==> src/rtl/counter_pkg.sv <==
// counter_pkg
//  Shared definitions for the counter/timer blocks.
//  - DIR_UP / DIR_DOWN : encodings of the counter direction input.
//  - clog2(n)          : width needed to hold 0..n-1, never less than 1 bit,
//                        so a divide-by-1 prescaler still has a legal register.
package counter_pkg;

  localparam logic DIR_UP   = 1'b1;
  localparam logic DIR_DOWN = 1'b0;

  function automatic int clog2(input int n);
    int r;
    r = 0;
    for (int v = n - 1; v > 0; v = v >> 1) begin
      r = r + 1;
    end
    return (r < 1) ? 1 : r;
  endfunction

endpackage

==> src/rtl/tick_prescaler.sv <==
// tick_prescaler
//  Divides a qualified enable down to one tick per PRESCALE enabled cycles.
//  Ports:
//    clk   in  1  clock, rising edge
//    rst   in  1  synchronous reset, active high
//    clr   in  1  synchronous phase restart (same effect as rst)
//    en    in  1  advance the phase counter this cycle
//    tick  out 1  high in the enabled cycle that completes a full period
//  The phase holds while en is low, so gaps in en stretch the period
//  by exactly the number of idle cycles. PRESCALE=1 makes tick follow en.
module tick_prescaler
  import counter_pkg::*;
#(
  parameter int PRESCALE = 1
) (
  input  logic clk,
  input  logic rst,
  input  logic clr,
  input  logic en,
  output logic tick
);

  localparam int PW = clog2(PRESCALE);
  localparam logic [PW-1:0] LAST = PW'(PRESCALE - 1);

  logic [PW-1:0] cnt_reg;

  assign tick = en && (cnt_reg == LAST);

  always_ff @(posedge clk) begin
    if (rst || clr) begin
      cnt_reg <= '0;
    end else if (tick) begin
      cnt_reg <= '0;
    end else if (en) begin
      cnt_reg <= cnt_reg + PW'(1);
    end
  end

endmodule

==> src/rtl/updown_counter_n.sv <==
// updown_counter_n
//  Fully synchronous up/down counter over 0..MAX_VAL with load, enable,
//  prescaler and a registered terminal-count pulse.
//  Ports:
//    clk       in  1      clock, rising edge
//    rst       in  1      synchronous reset, active high
//    en        in  1      count enable (advances prescaler)
//    up        in  1      1 = increment, 0 = decrement
//    load      in  1      synchronous load of load_val (clamped to MAX_VAL)
//    load_val  in  WIDTH  value to load
//    q         out WIDTH  registered count
//    tc        out 1      registered pulse, cycle after a step at the bound
//    zero      out 1      combinational (q == 0)
//  Priority per edge: rst > load > step > hold.
//  Build option: define UDCNT_SATURATE_EN to saturate at the bounds instead
//  of wrapping; tc then flags every step attempted at a bound.
module updown_counter_n
  import counter_pkg::*;
#(
  parameter int WIDTH    = 4,
  parameter int MAX_VAL  = 2**WIDTH - 1,
  parameter int RST_VAL  = MAX_VAL,
  parameter int PRESCALE = 1
) (
  input  logic             clk,
  input  logic             rst,
  input  logic             en,
  input  logic             up,
  input  logic             load,
  input  logic [WIDTH-1:0] load_val,
  output logic [WIDTH-1:0] q,
  output logic             tc,
  output logic             zero
);

  localparam logic [WIDTH-1:0] MAX_Q = WIDTH'(MAX_VAL);
  localparam logic [WIDTH-1:0] RST_Q = WIDTH'(RST_VAL);

  logic [WIDTH-1:0] q_reg;
  logic [WIDTH-1:0] q_next;
  logic             tc_reg;
  logic             tc_next;
  logic             tick;
  logic [WIDTH-1:0] load_clamped;

  tick_prescaler #(
    .PRESCALE(PRESCALE)
  ) u_prescaler (
    .clk  (clk),
    .rst  (rst),
    .clr  (load),
    .en   (en),
    .tick (tick)
  );

  assign load_clamped = (load_val > MAX_Q) ? MAX_Q : load_val;

  // Bounds are detected by explicit compare so a MAX_VAL below 2**WIDTH-1
  // wraps at the programmed modulus rather than at the register width.
  always_comb begin
    q_next  = q_reg;
    tc_next = 1'b0;
    if (tick) begin
      if (up == DIR_UP) begin
        if (q_reg == MAX_Q) begin
          tc_next = 1'b1;
`ifdef UDCNT_SATURATE_EN
          q_next  = q_reg;
`else
          q_next  = '0;
`endif
        end else begin
          q_next = q_reg + WIDTH'(1);
        end
      end else begin
        if (q_reg == '0) begin
          tc_next = 1'b1;
`ifdef UDCNT_SATURATE_EN
          q_next  = q_reg;
`else
          q_next  = MAX_Q;
`endif
        end else begin
          q_next = q_reg - WIDTH'(1);
        end
      end
    end
  end

  always_ff @(posedge clk) begin
    if (rst) begin
      q_reg  <= RST_Q;
      tc_reg <= 1'b0;
    end else if (load) begin
      q_reg  <= load_clamped;
      tc_reg <= 1'b0;
    end else begin
      q_reg  <= q_next;
      tc_reg <= tc_next;
    end
  end

  assign q    = q_reg;
  assign tc   = tc_reg;
  assign zero = (q_reg == '0);

endmodule

==> config.mk <==
export PLATFORM = sky130hd
export DESIGN_NAME = updown_counter_n
export DESIGN_NICKNAME = d
export VERILOG_FILES = /design/src/rtl/counter_pkg.sv /design/src/rtl/tick_prescaler.sv /design/src/rtl/updown_counter_n.sv
export SDC_FILE = /design/constraint.sdc
export NUM_CORES = 1
export LEC_CHECK = 0
export ABC_AREA = 1
export ABC_CLOCK_PERIOD_IN_PS = 1300
export BUFFER_PORTS_ARGS = -buffer_cell sky130_fd_sc_hd__buf_4
export CAP_MARGIN = 15
export CORE_AREA = 2 2 39 41
export CTS_CLUSTER_DIAMETER = 60
export CTS_CLUSTER_SIZE = 28
export DETAILED_ROUTE_END_ITERATION = 7
export DIE_AREA = 0 0 41 43
export HOLD_SLACK_MARGIN = 0.08
export SETUP_SLACK_MARGIN = 0.3
export SLEW_MARGIN = 20
export SYNTH_ARGS = -nofsm -noshare
export SYNTH_HDL_FRONTEND = slang
export SYNTH_HIERARCHICAL = 1
export SYNTH_SLANG_ARGS = --single-unit
==> constraint.sdc <==
create_clock -name clk -period 1.3 [get_ports clk]
set_input_delay 0.13 -clock clk [delete_from_list [all_inputs] [get_ports clk]]
set_output_delay 0.13 -clock clk [all_outputs]
set_load 0.01 [all_outputs]
Word level (Yosys, flattened, before mapping)
Index checks and enable logic that the tools add are counted.

operators by class
  add/sub/neg operators = 3
  $mul = 0
  div/mod/pow operators = 0
  order comparisons = 1
  eq/ne operators = 1
  shift operators = 0
  muxes and demuxes = 9
  bitwise logic cells = 2
  reductions and logical operators = 6

operators with widths
  cell                                                                 count
  4-bit 2-to-1 mux                                                     6
  4-bit by 1-bit adder with 4-bit output (second input constant)       1
  4-bit equality test (second input constant)                          1
  4-bit > comparator (second input constant)                           1
  4-bit zero test                                                      1
  4-bit by 1-bit subtractor with 4-bit output (second input constant)  1
  1-bit 2-to-1 mux                                                     3
  3-bit OR reduction                                                   1
  1-bit inverter                                                       2
  2-bit nonzero test                                                   1
  2-bit OR reduction                                                   1
  1-bit adder (second input constant)                                  1
  1-bit logical AND                                                    1
  1-bit logical OR                                                     1

word-level totals
  register bits after elaboration = 6
  bits in latches = 0
  bits in writable memories = 0
  ROM bits = 0
  input bits = 9
  output and inout port bits = 6
  memories kept = 0

Logic depth before layout (Yosys ltp)
Gate-level depths: netlist of run 1.

  depth in word-level cells = 5
  mapped depth = 8
  depth with buffers taken out = 8

Modules after synthesis
Netlist of run 1, hierarchy kept.

by module, submodules not included
  module            times used  cells each  area an instance (sq um)  sequential area each (sq um)
  updown_counter_n  1           59          379.1                     100.1
  tick_prescaler    1           8           46.3                      20.0

Worst setup path before layout of run 1
OpenSTA, ideal clock, no wires.

  path type = flip-flop to flip-flop
  start point = reg q_reg[1] (netlist: q[1])
  end point = reg q_reg[2] (netlist: q[2])
  setup time = 79 ps
  arrival time = 1100 ps
  path slack = 121 ps
  stages on the path, launching flop included = 8
  path buffers = 0
  clock period less this slack = 1179 ps
  path through = dfxtp_1 -> inv_1 -> ha_1 -> inv_1 -> o21ai_0 -> nand2_1 -> nand2_1 -> o211ai_1

on the way
  cells in the longest elaborated chain, start to end = 5
  elaborated cells on any way between the ends = 9
  those cells by class = add/sub: 2; eq/ne: 1; mux: 5; reduce/logical: 1

RTL lines
  item                                                                       RTL line                                        text
  start, declared                                                            updown_counter_n.sv:39                          logic [WIDTH-1:0] q_reg;
  start signal, assigned                                                     updown_counter_n.sv:95                          q_reg <= load_clamped;
  start signal, assigned                                                     updown_counter_n.sv:98                          q_reg <= q_next;
  4-bit by 1-bit subtractor with 4-bit output, or another cell as far along  updown_counter_n.sv:84                          q_next = q_reg - WIDTH'(1);
  4-bit 2-to-1 mux, on equally long branches                                 updown_counter_n.sv:76, updown_counter_n.sv:65
  4-bit 2-to-1 mux (*)                                                       updown_counter_n.sv:64                          if (up == DIR_UP) begin
  4-bit 2-to-1 mux (*)                                                       updown_counter_n.sv:63                          if (tick) begin
  4-bit 2-to-1 mux (*)                                                       updown_counter_n.sv:94                          end else if (load) begin

Every way passes the cells marked *; elsewhere a longest branch is shown, timed or not. The select of a mux whose other input is x is not followed.
A chain may end at the register's enable or synchronous reset.

Worst setup path in the final report of run 1
  start point = reg q_reg[1] (netlist: q[1])
  end point = out zero

on the way
  cells in the longest elaborated chain, start to end = 1

RTL lines
  item             RTL line                 text
  4-bit zero test  updown_counter_n.sv:105  assign zero = (q_reg == '0);
  end, declared    updown_counter_n.sv:33   output logic zero

No other way between the ends.

==> results of run 1 <==
worst max path at each step:
stage                     endpoint  slack (ps)  depth (start not counted)
after floorplan               q[1]         260                          4
after global placement        q[3]         150                          7
after detailed placement      q[3]         150                          7
after CTS                     zero          70                          5
after global routing          zero          30                          5
final                         zero          90                          5
report_power, final:
group          switching [W]  leakage (nW)  total [W]  internal (W)
combinational      0.0000857         0.271   0.000174     0.0000887
sequential         0.0000215        0.0494   0.000219      0.000198
clock              0.0000720        0.0150   0.000189      0.000117
total               0.000179         0.335   0.000582      0.000403
per-layer routing:
metal | up-vias | wire [um] | GRT usage
li1 | 257 | - | -
met1 | 205 | 466 | 0.1780
met2 | 13 | 413 | 0.1781
met3 | 4 | 44 | 0.03141
met4 | 0 | 23 | 0.1200
met5 | - | 0 | 0
through the flow:
stage / util / cells
2_1_floorplan: - / 67
3_3_place_gp: 0.4150 / 96
3_5_place_dp: 0.4150 / 96
4_1_cts: 0.4765 / 105
5_1_grt: 0.4765 / 105
6_report: 0.4765 / 105
synthesized netlist by cell type, drive strengths merged:
library cell,instances
o221ai,1
nand3,6
a21oi,4
nand4,1
nor3,1
nor2,9
ha,2
xor2,1
o21ai,1
inv,14
o211ai,2
buf,1
nor4,1
nand2,17
dfxtp,6
layout make-up:
class | count | area, um2
Fill cell | 147 | 724.4
Multi-Input combinational cell | 46 | 279.0
Sequential cell | 6 | 130.1
Timing Repair Buffer | 19 | 146.4
Tap cell | 16 | 20.02
Inverter | 14 | 57.56
Clock buffer | 4 | 26.28
cell usage in the layout (no fill, tap or decap):
master / instances
sky130_fd_sc_hd__inv_4: 2
sky130_fd_sc_hd__nand2_1: 17
sky130_fd_sc_hd__dfxtp_1: 2
sky130_fd_sc_hd__inv_1: 9
sky130_fd_sc_hd__nor4_2: 1
sky130_fd_sc_hd__buf_4: 18
sky130_fd_sc_hd__a21oi_1: 4
sky130_fd_sc_hd__o21ai_2: 1
sky130_fd_sc_hd__o211ai_1: 2
sky130_fd_sc_hd__xor2_1: 1
sky130_fd_sc_hd__inv_2: 3
sky130_fd_sc_hd__clkbuf_4: 3
sky130_fd_sc_hd__nor2_2: 2
sky130_fd_sc_hd__nand4_1: 1
sky130_fd_sc_hd__dfxtp_2: 2
sky130_fd_sc_hd__ha_4: 2
sky130_fd_sc_hd__dfxtp_4: 2
sky130_fd_sc_hd__nor2_1: 7
sky130_fd_sc_hd__nor3_4: 1
sky130_fd_sc_hd__o221ai_1: 1
sky130_fd_sc_hd__nand3_1: 6
sky130_fd_sc_hd__buf_6: 1
sky130_fd_sc_hd__clkbuf_1: 1
cells by family (layout without fill, tap and decap cells):
logic type,count (synthesis),in the layout,synth area share
XOR/XNOR,1,1,0.02059
AND/OR/NAND/NOR,35,35,0.3735
flip-flops,6,6,0.2824
AO/OA/AOI/OAI,8,8,0.1147
adder cells (fa/ha/maj),2,2,0.05881
buffers and inverters,15,37,0.1500
timing repair:
item | in CTS | in global routing
setup endpoints to repair | 7 | 8
gates resized for setup | 6 | 0
pin swaps | 1 | 1
setup buffers | 5 | 0
==> implementation parameters, run 1 <==
Parameter                              Value

Pwr
  Maximum vdd ir drop    491.2 uV
  Post-layout power    0.0005821 W
  Power density over the cells    882.8 nW/um2
  Leakage power figure    0.3354 nW

Drt
  DRC Markers    0
  Drt first-iter violations    5
  Router iterations before antenna repair    4
  Post-DR vias/cell    4.562
  Via count    479
  Post-route antenna net violation count    0
  Routed len/inst    9.010 um
  Total Wirelength    946 um

Global route
  Total overflow reported by the global router    0
  Via count of the first global-routing pass    417
  Pin count of the biggest net entering global routing    11
  First-pass GRT wire length    1.587 mm
  Number of antenna violations at the first check in global routing    0
  GRT Overall Usage    0.1368

Worst setup path
  Launch instance of the worst register-to-register path    q[0]
  Kind of critical path    flip-flop to primary output
  Critical Path Fanout Max    2
  Number of buffer and inverter stages on the critical path    3
  CP Capture Type    primary output
  Setup crit start    q[1]
  Crit-path slowest cell    sky130_fd_sc_hd__dfxtp_4
  Critical Path AT    1080 ps
  FF-to-FF path depth    9
  Family with the most delay on the worst path    flip-flops
  Cell-by-cell trace of the critical path    inv_4, ha_4, inv_2, nor3_4, buf_6
  Worst stage delay on the critical path    340 ps
  Reg-to-reg slack, setup    140 ps
  Endpoint of the worst-slack reg-to-reg timing path    q[3]
  Launching element type of the critical path    flip-flop
  Endpoint required time on the critical path    1170 ps

Place
  DPL Wire Length    724 um
  Count of input and output buffers    14
  DP Area    574.3 um2
  Placer congestion estimate    0.7883
  Worst setup timing slack at the placement stage    147.8 ps

Clock tree
  CTS max path bufs    2
  Count of hold buffers inserted by post-cts repair    0
  Cts bufs inserted    3
  H-tree depth reported by CTS    1
  Root Buffer    sky130_fd_sc_hd__clkbuf_4
  TritonCTS clock tree    built
  Sinks on Clock Net    6
  Latest clock arrival within the worst-skew pair    250 ps
  Clock-pin slew of the registers on the worst-case setup and hold paths    50 ps

STA
  Worst relative slew slack    0.8603
  Hold slack    100.7 ps
  Final worst-path setup slack    93.81 ps
  Final min period    1206 ps
  Maximum clock frequency    829.1 MHz
  Number of failing setup endpoints in the final timing report    0
  Total Neg Setup Slack    0 ps
  Period utilization    0.9278
  Unrepaired setup endpoints after global routing    true
  Hold Vio Cnt, Final    0
  Total count of max-transition violations in the final report    0
  Fin Clk Skew    3.815 ps
  Worst-Margin Slew    209.6 ps

Synth
  Mean post-synth cell area    6.349 um2
  Biggest area consumer among synthesized cells    sky130_fd_sc_hd__dfxtp_1
  Number of synthesized register bits    6
  Warnings, synthesis    6
  Leading cell types by total area after synthesis    sky130_fd_sc_hd__dfxtp_1 28%, sky130_fd_sc_hd__nand2_1 15%, sky130_fd_sc_hd__inv_1 9.7%
  Count of mapped cells out of synthesis    67
  Syn_nets    78
  Unique cell type count in the Yosys netlist    17
  Area share of the leading cell type in the synthesized netlist    0.2824
  Proportion of synthesized chip area in sequential cells    0.2824
  Mapped Area    425.4 um2

Finish
  Layout cell share with drive strength beyond 1    0.4270
  Post-route design area    659.4 um2
  Number of flip-flops in the largest register    4
  Final Net Count    101
  Syn-to-layout area delta    55.00%
  Number of inserted diodes    0

Die
  Vertical die dimension    43 um
  Initial core utilization    0.3074
  Total Die Area    1763 um2
  Ports    15
  Area of the core    1384 um2
  Floorplan row count    14
  Die outline width    41 um

Min path
  Class of the tightest hold or removal check    input port to flip-flop
  Source of the worst hold timing path    rst
  Hold Path Cell Cnt    2
  Endpoint of the worst hold path    tc

Outcome
  Outcome    completed

Flow run
  Maximum capacitance violations    0
Note: power is estimated with default switching activity, not from simulation.
==> run 2: changes to the inputs <==
- CORE_AREA: 2 2 39 41 -> 4 4 41 43
- DIE_AREA: 0 0 41 43 -> 0 0 45 47
- REMOVE_ABC_BUFFERS: unset -> 1
==> implementation parameters, run 2 (same netlist as run 1, synthesis figures left out) <==
Parameter                              Value

Outcome
  Outcome    completed

Global route
  Number of antenna violations at the first check in global routing    0
  First-pass GRT wire length    1.994 mm
  Via count of the first global-routing pass    489
  GRT Overall Usage    0.1322
  Total overflow reported by the global router    0
  Pin count of the biggest net entering global routing    11

Drt
  Drt first-iter violations    12
  Post-route antenna net violation count    0
  Router iterations before antenna repair    6
  Routed len/inst    10.91 um
  Via count    498
  Post-DR vias/cell    4.698
  DRC Markers    0
  Total Wirelength    1.156 mm

Clock tree
  Sinks on Clock Net    6
  TritonCTS clock tree    built
  Root Buffer    sky130_fd_sc_hd__clkbuf_4
  CTS max path bufs    2
  Cts bufs inserted    3
  H-tree depth reported by CTS    1
  Clock-pin slew of the registers on the worst-case setup and hold paths    40 ps
  Latest clock arrival within the worst-skew pair    240 ps

Finish
  Number of filler instances in the final layout    119
  Number of inserted diodes    0
  Layout cell share with drive strength beyond 1    0.4615
  Area taken by multi-input logic gates    285.3 um2
  Highest-count cells in the layout ignoring fill and taps    17 x sky130_fd_sc_hd__nand2_1, 17 x sky130_fd_sc_hd__buf_4, 8 x sky130_fd_sc_hd__inv_1, 7 x sky130_fd_sc_hd__nor2_1, 6 x sky130_fd_sc_hd__inv_2
  Number of flip-flops in the largest register    4
  Final core utilization    0.5308
  Syn-to-layout area delta    62.35%
  Post-route design area    690.7 um2
  Sequential Area    127.6 um2
  Final Net Count    104

Worst setup path
  Launching element type of the critical path    flip-flop
  Endpoint required time on the critical path    1170 ps
  CP Capture Type    primary output
  Most repeated library cell on the critical path    sky130_fd_sc_hd__inv_2
  Worst stage delay on the critical path    310 ps
  Kind of critical path    flip-flop to primary output
  Crit-path slowest cell    sky130_fd_sc_hd__dfxtp_2
  Critical Path Fanout Max    2
  Cell-by-cell trace of the critical path    inv_2, ha_4, inv_2, nor3_4, buf_6
  Critical Path AT    1090 ps

Place
  DPL Wire Length    768.8 um
  Placer congestion estimate    0.7680
  DP Area    553.0 um2
  Worst setup timing slack at the placement stage    92.49 ps
  Count of input and output buffers    14

STA
  Worst relative slew slack    0.8527
  Fin Clk Skew    4.647 ps
  Period utilization    0.9361
  Maximum clock frequency    821.8 MHz
  Total count of max-transition violations in the final report    0
  Hold Vio Cnt, Final    0
  Number of failing setup endpoints in the final timing report    0
  Final worst-path setup slack    83.12 ps
  Final min period    1217 ps
  Unrepaired setup endpoints after global routing    true
  Worst-Margin Slew    218.7 ps
  Total Neg Setup Slack    0 ps

Die
  Die outline width    45 um
  Total Die Area    2115 um2
  Area of the core    1301 um2
  Floorplan row count    13
  Ports    15
  Vertical die dimension    47 um
  Initial core utilization    0.3269

Min path
  Class of the tightest hold or removal check    input port to flip-flop

Pwr
  Leakage power figure    0.3554 nW
  Power density over the cells    840.3 nW/um2
  Post-layout power    0.0005804 W
  Maximum vdd ir drop    653.8 uV

Flow run
  Maximum capacitance violations    0
[run 2: layer usage]
metal,vias up,GRT usage,part of all wire
met3,2,0.04981,0.062
li1,261,-,-
met1,219,0.1327,0.35
met5,-,0,0
met2,16,0.2542,0.58
met4,0,0.03509,0.012
[run 2: final cells by class]
type,instances,area share
Clock buffer,3,0.03261
Inverter,14,0.07609
Multi-Input combinational cell,46,0.4130
Sequential cell,6,0.1848
Tap cell,15,0.02717
Timing Repair Buffer,22,0.2663
[run 2: power by group]
group          leakage, nW  switching [W]  internal [W]  total [W]
clock               0.0138      0.0000647      0.000104   0.000169
combinational        0.293      0.0000940     0.0000974   0.000191
sequential          0.0490      0.0000213      0.000199   0.000220
[run 2: repair_timing]
| action | CTS | global route |
|---|---|---|
| hold buffers | 0 | 0 |
| buffers inserted | 6 | 0 |
| pin swaps | 7 | 3 |
| endpoints found under the setup margin | 7 | 9 |
| gates resized for setup | 17 | 4 |
[run 2: worst paths after layout]
| kind | endpoint | slack [ps] | startpoint | cells after the start |
|---|---|---|---|---|
| setup / recovery | zero | 80 | q[1] | 5 |
| hold / removal | tc | 110 | rst | 2 |
| setup reg to reg | tc | 100 | q[0] | 8 |
| hold reg to reg | u_prescaler/cnt_reg | 440 | u_prescaler/cnt_reg | 2 |
[run 2: per-stage QoR]
stage	cells	hold WS [ps]
4_1_cts	106	97.09
2_1_floorplan	66	201.0
6_report	106	106.2
3_3_place_gp	97	359.8
3_5_place_dp	97	354.9
5_1_grt	106	101.6
[run 2: critical path: cells and delay by family (launching register included)]
kind | cells | cell delay, ps
fa+ha+maj | 1 | 140
buf+inv | 3 | 240
flops | 1 | 310
simple gates | 1 | 140
==> run 3: changes to the inputs <==
- ABC_AREA: 1 -> unset
- ABC_CLOCK_PERIOD_IN_PS: 1300 -> 1350
- clock period: 1.3 -> 1.35 ns (I/O delays scaled with it)
==> implementation parameters, run 3 <==
Parameter                              Value

Outcome
  Outcome    completed

Die
  Vertical die dimension    47 um
  Floorplan row count    13
  Area of the core    1301 um2
  Initial core utilization    0.3087
  Die outline width    45 um
  Ports    15
  Total Die Area    2115 um2

Worst setup path
  Worst stage delay on the critical path    360 ps
  CP Capture Type    flip-flop
  Critical Path AT    1370 ps
  End of the critical path    q[3]
  Launch instance of the worst register-to-register path    q[0]
  Reg-to-reg slack, setup    110 ps
  Cell-by-cell trace of the critical path    buf_4, nor3_2, xnor2_1, o21ai_1, a211o_1
  Critical Path Fanout Max    4
  Endpoint required time on the critical path    1480 ps
  Crit-path slowest cell    sky130_fd_sc_hd__dfxtp_4
  Setup crit start    q[0]
  FF-to-FF path depth    5
  Kind of critical path    flip-flop to flip-flop
  Launching element type of the critical path    flip-flop
  Endpoint of the worst-slack reg-to-reg timing path    q[3]

Min path
  Class of the tightest hold or removal check    input port to flip-flop

Finish
  Syn-to-layout area delta    71.65%
  Layout cell share with drive strength beyond 1    0.6087
  Leading cell type in the layout, fill and taps excluded    sky130_fd_sc_hd__buf_4
  Highest-count cells in the layout ignoring fill and taps    19 x sky130_fd_sc_hd__buf_4, 4 x sky130_fd_sc_hd__nand2_1, 3 x sky130_fd_sc_hd__inv_1, 3 x sky130_fd_sc_hd__clkbuf_4
  Final core utilization    0.5298
  Final Non-Filler Cells    84
  Number of inserted diodes    0
  Number of filler instances in the final layout    135
  Final Net Count    82
  Post-route design area    689.4 um2
  Number of flip-flops in the largest register    4

Pwr
  Maximum vdd ir drop    490.6 uV
  Clock power frac    0.290
  Power density over the cells    838.7 nW/um2
  Sw Pwr    0.0001726 W
  Fraction of power spent switching nets    0.2985
  Leakage power figure    0.3040 nW
  Combinational power share    0.342
  Internal power summed over all cells    0.0004056 W
  Proportion of power drawn by flip-flops and latches    0.368

Global route
  Busiest metal layer after global routing    met2
  Met2 Use GR    0.2062
  GR Util met3    0.03448
  Via count of the first global-routing pass    402
  Number of antenna violations at the first check in global routing    0
  Total overflow reported by the global router    0
  Met1 global-route usage    0.1370
  Pin count of the biggest net entering global routing    11
  First-pass GRT wire length    1.835 mm
  GRT Overall Usage    0.1234

Synth
  Mapped Area    401.6 um2
  Most used flip-flop cell after synthesis    sky130_fd_sc_hd__dfxtp_1
  Biggest area consumer among synthesized cells    sky130_fd_sc_hd__dfxtp_1
  Number of synthesized register bits    6
  Warnings, synthesis    6
  Ys async rst share    0
  Count of mapped cells out of synthesis    44
  Most numerous cell in the Yosys netlist    sky130_fd_sc_hd__dfxtp_1
  Unique cell type count in the Yosys netlist    23
  Leading cell types by total area after synthesis    sky130_fd_sc_hd__dfxtp_1 30%, sky130_fd_sc_hd__nor4b_2 7.5%, sky130_fd_sc_hd__xnor2_1 6.5%
  Mean post-synth cell area    9.128 um2
  Area share of the leading cell type in the synthesized netlist    0.2991
  EDFF count, synth    0
  Top cells by count, synth    6 x sky130_fd_sc_hd__dfxtp_1, 5 x sky130_fd_sc_hd__inv_1, 5 x sky130_fd_sc_hd__nand2_1
  Proportion of synthesized chip area in sequential cells    0.2991

Clock tree
  Sinks on Clock Net    6
  TritonCTS clock tree    built
  Root Buffer    sky130_fd_sc_hd__clkbuf_4
  Cts bufs inserted    3
  H-tree depth reported by CTS    1
  Clock-pin slew of the registers on the worst-case setup and hold paths    50 ps
  Latest clock arrival within the worst-skew pair    240 ps
  CTS max path bufs    2

STA
  Worst relative slew slack    0.8207
  Hold Vio Cnt, Final    0
  Period utilization    0.9193
  Final min period    1241 ps
  Total count of max-transition violations in the final report    0
  Hold slack    120.2 ps
  Unrepaired setup endpoints after global routing    true
  Worst-Margin Slew    267.9 ps
  Maximum clock frequency    805.7 MHz
  Fin Clk Skew    1.171 ps
  Number of failing setup endpoints in the final timing report    0

Drt
  DRC Markers    0
  Routed len/inst    12.98 um
  Drt first-iter violations    5
  Via count    414
  Post-route antenna net violation count    0
  Router iterations before antenna repair    3
  Post-DR vias/cell    4.929
  Total Wirelength    1.090 mm

Place
  DP Area    551.8 um2
  Placer congestion estimate    0.6763
  DPL Wire Length    733.8 um
  DP Cell Count    77
  Count of input and output buffers    14

Flow run
  Maximum capacitance violations    0
run 3: how the worst min path moves through the flow:
stage,from,slack (ps),endpoint,cells past startpoint
floorplan,en,210,u_prescaler/cnt_reg,1
finish,load_val[2],120,q[2],3
detailed placement,en,310,u_prescaler/cnt_reg,2
global placement,en,310,u_prescaler/cnt_reg,2
CTS,load_val[2],120,q[2],3
global route,load_val[2],130,q[2],3
run 3: per-layer routing:
| metal | routed length (um) | share of wire | up-vias |
|---|---|---|---|
| li1 | - | - | 208 |
| met1 | 453 | 0.42 | 191 |
| met2 | 555 | 0.51 | 13 |
| met3 | 65 | 0.060 | 2 |
| met4 | 15 | 0.014 | 0 |
| met5 | 0 | 0 | - |
run 3: worst max-delay path, delay by kind of cell (launching register included):
kind / cells / cell delay [ps]
simple gates: 1 / 170
buf+inv: 1 / 140
flops: 1 / 360
compound gates: 2 / 320
xor+xnor: 1 / 140
run 3: power by group through the flow:
| stage | sequential (W) | clock [W] | combinational (W) |
|---|---|---|---|
| floorplan | 0.000215 | 0 | 0.0000689 |
| global placement | 0.000210 | 0 | 0.000153 |
| detailed placement | 0.000211 | 0 | 0.000152 |
| CTS | 0.000210 | 0.000177 | 0.000185 |
| global route | 0.000215 | 0.000192 | 0.000218 |
| finish | 0.000213 | 0.000167 | 0.000198 |
run 3: stage by stage:
| step | total power (W) | setup WS (ps) | TNS [ps] |
|---|---|---|---|
| final | 0.0005782 | 108.9 | 0 |
| after global placement | 0.0003629 | -33.19 | -33.19 |
| after global routing | 0.0006248 | 75.32 | 0 |
| after CTS | 0.0005721 | 123.4 | 0 |
| after floorplan | 0.0002836 | -73.98 | -86.20 |
| after detailed placement | 0.0003628 | -56.89 | -58.08 |
run 3: kinds of logic (layout without fill, tap and decap cells):
family / count (synthesis) / count (layout) / share of synthesized area
buffers and inverters: 6 / 31 / 0.07477
AOI/OAI and AO/OA: 9 / 9 / 0.1495
adders and majority gates: 2 / 2 / 0.06230
muxes: 4 / 4 / 0.1153
DFF: 6 / 6 / 0.2991
xor gates and xnor gates: 4 / 4 / 0.08724
and+or+nand+nor: 13 / 13 / 0.2119
run 3: what timing repair did:
item	in CTS	in global routing
setup buffers	2	0
hold buffers	2	0
pin swaps	6	3
hold endpoints to repair	2	0
setup endpoints to repair	7	7
gates resized for setup	20	4
run 3: layout make-up:
| cell class | count | area [um2] | share of cell area |
|---|---|---|---|
| inverter | 5 | 23.77 | 0.03448 |
| tap | 15 | 18.77 | 0.02722 |
| sequential | 6 | 130.1 | 0.1887 |
| multi-input combinational | 32 | 309.0 | 0.4483 |
| timing repair buffer | 23 | 185.2 | 0.2686 |
| clock buffer | 3 | 22.52 | 0.03267 |
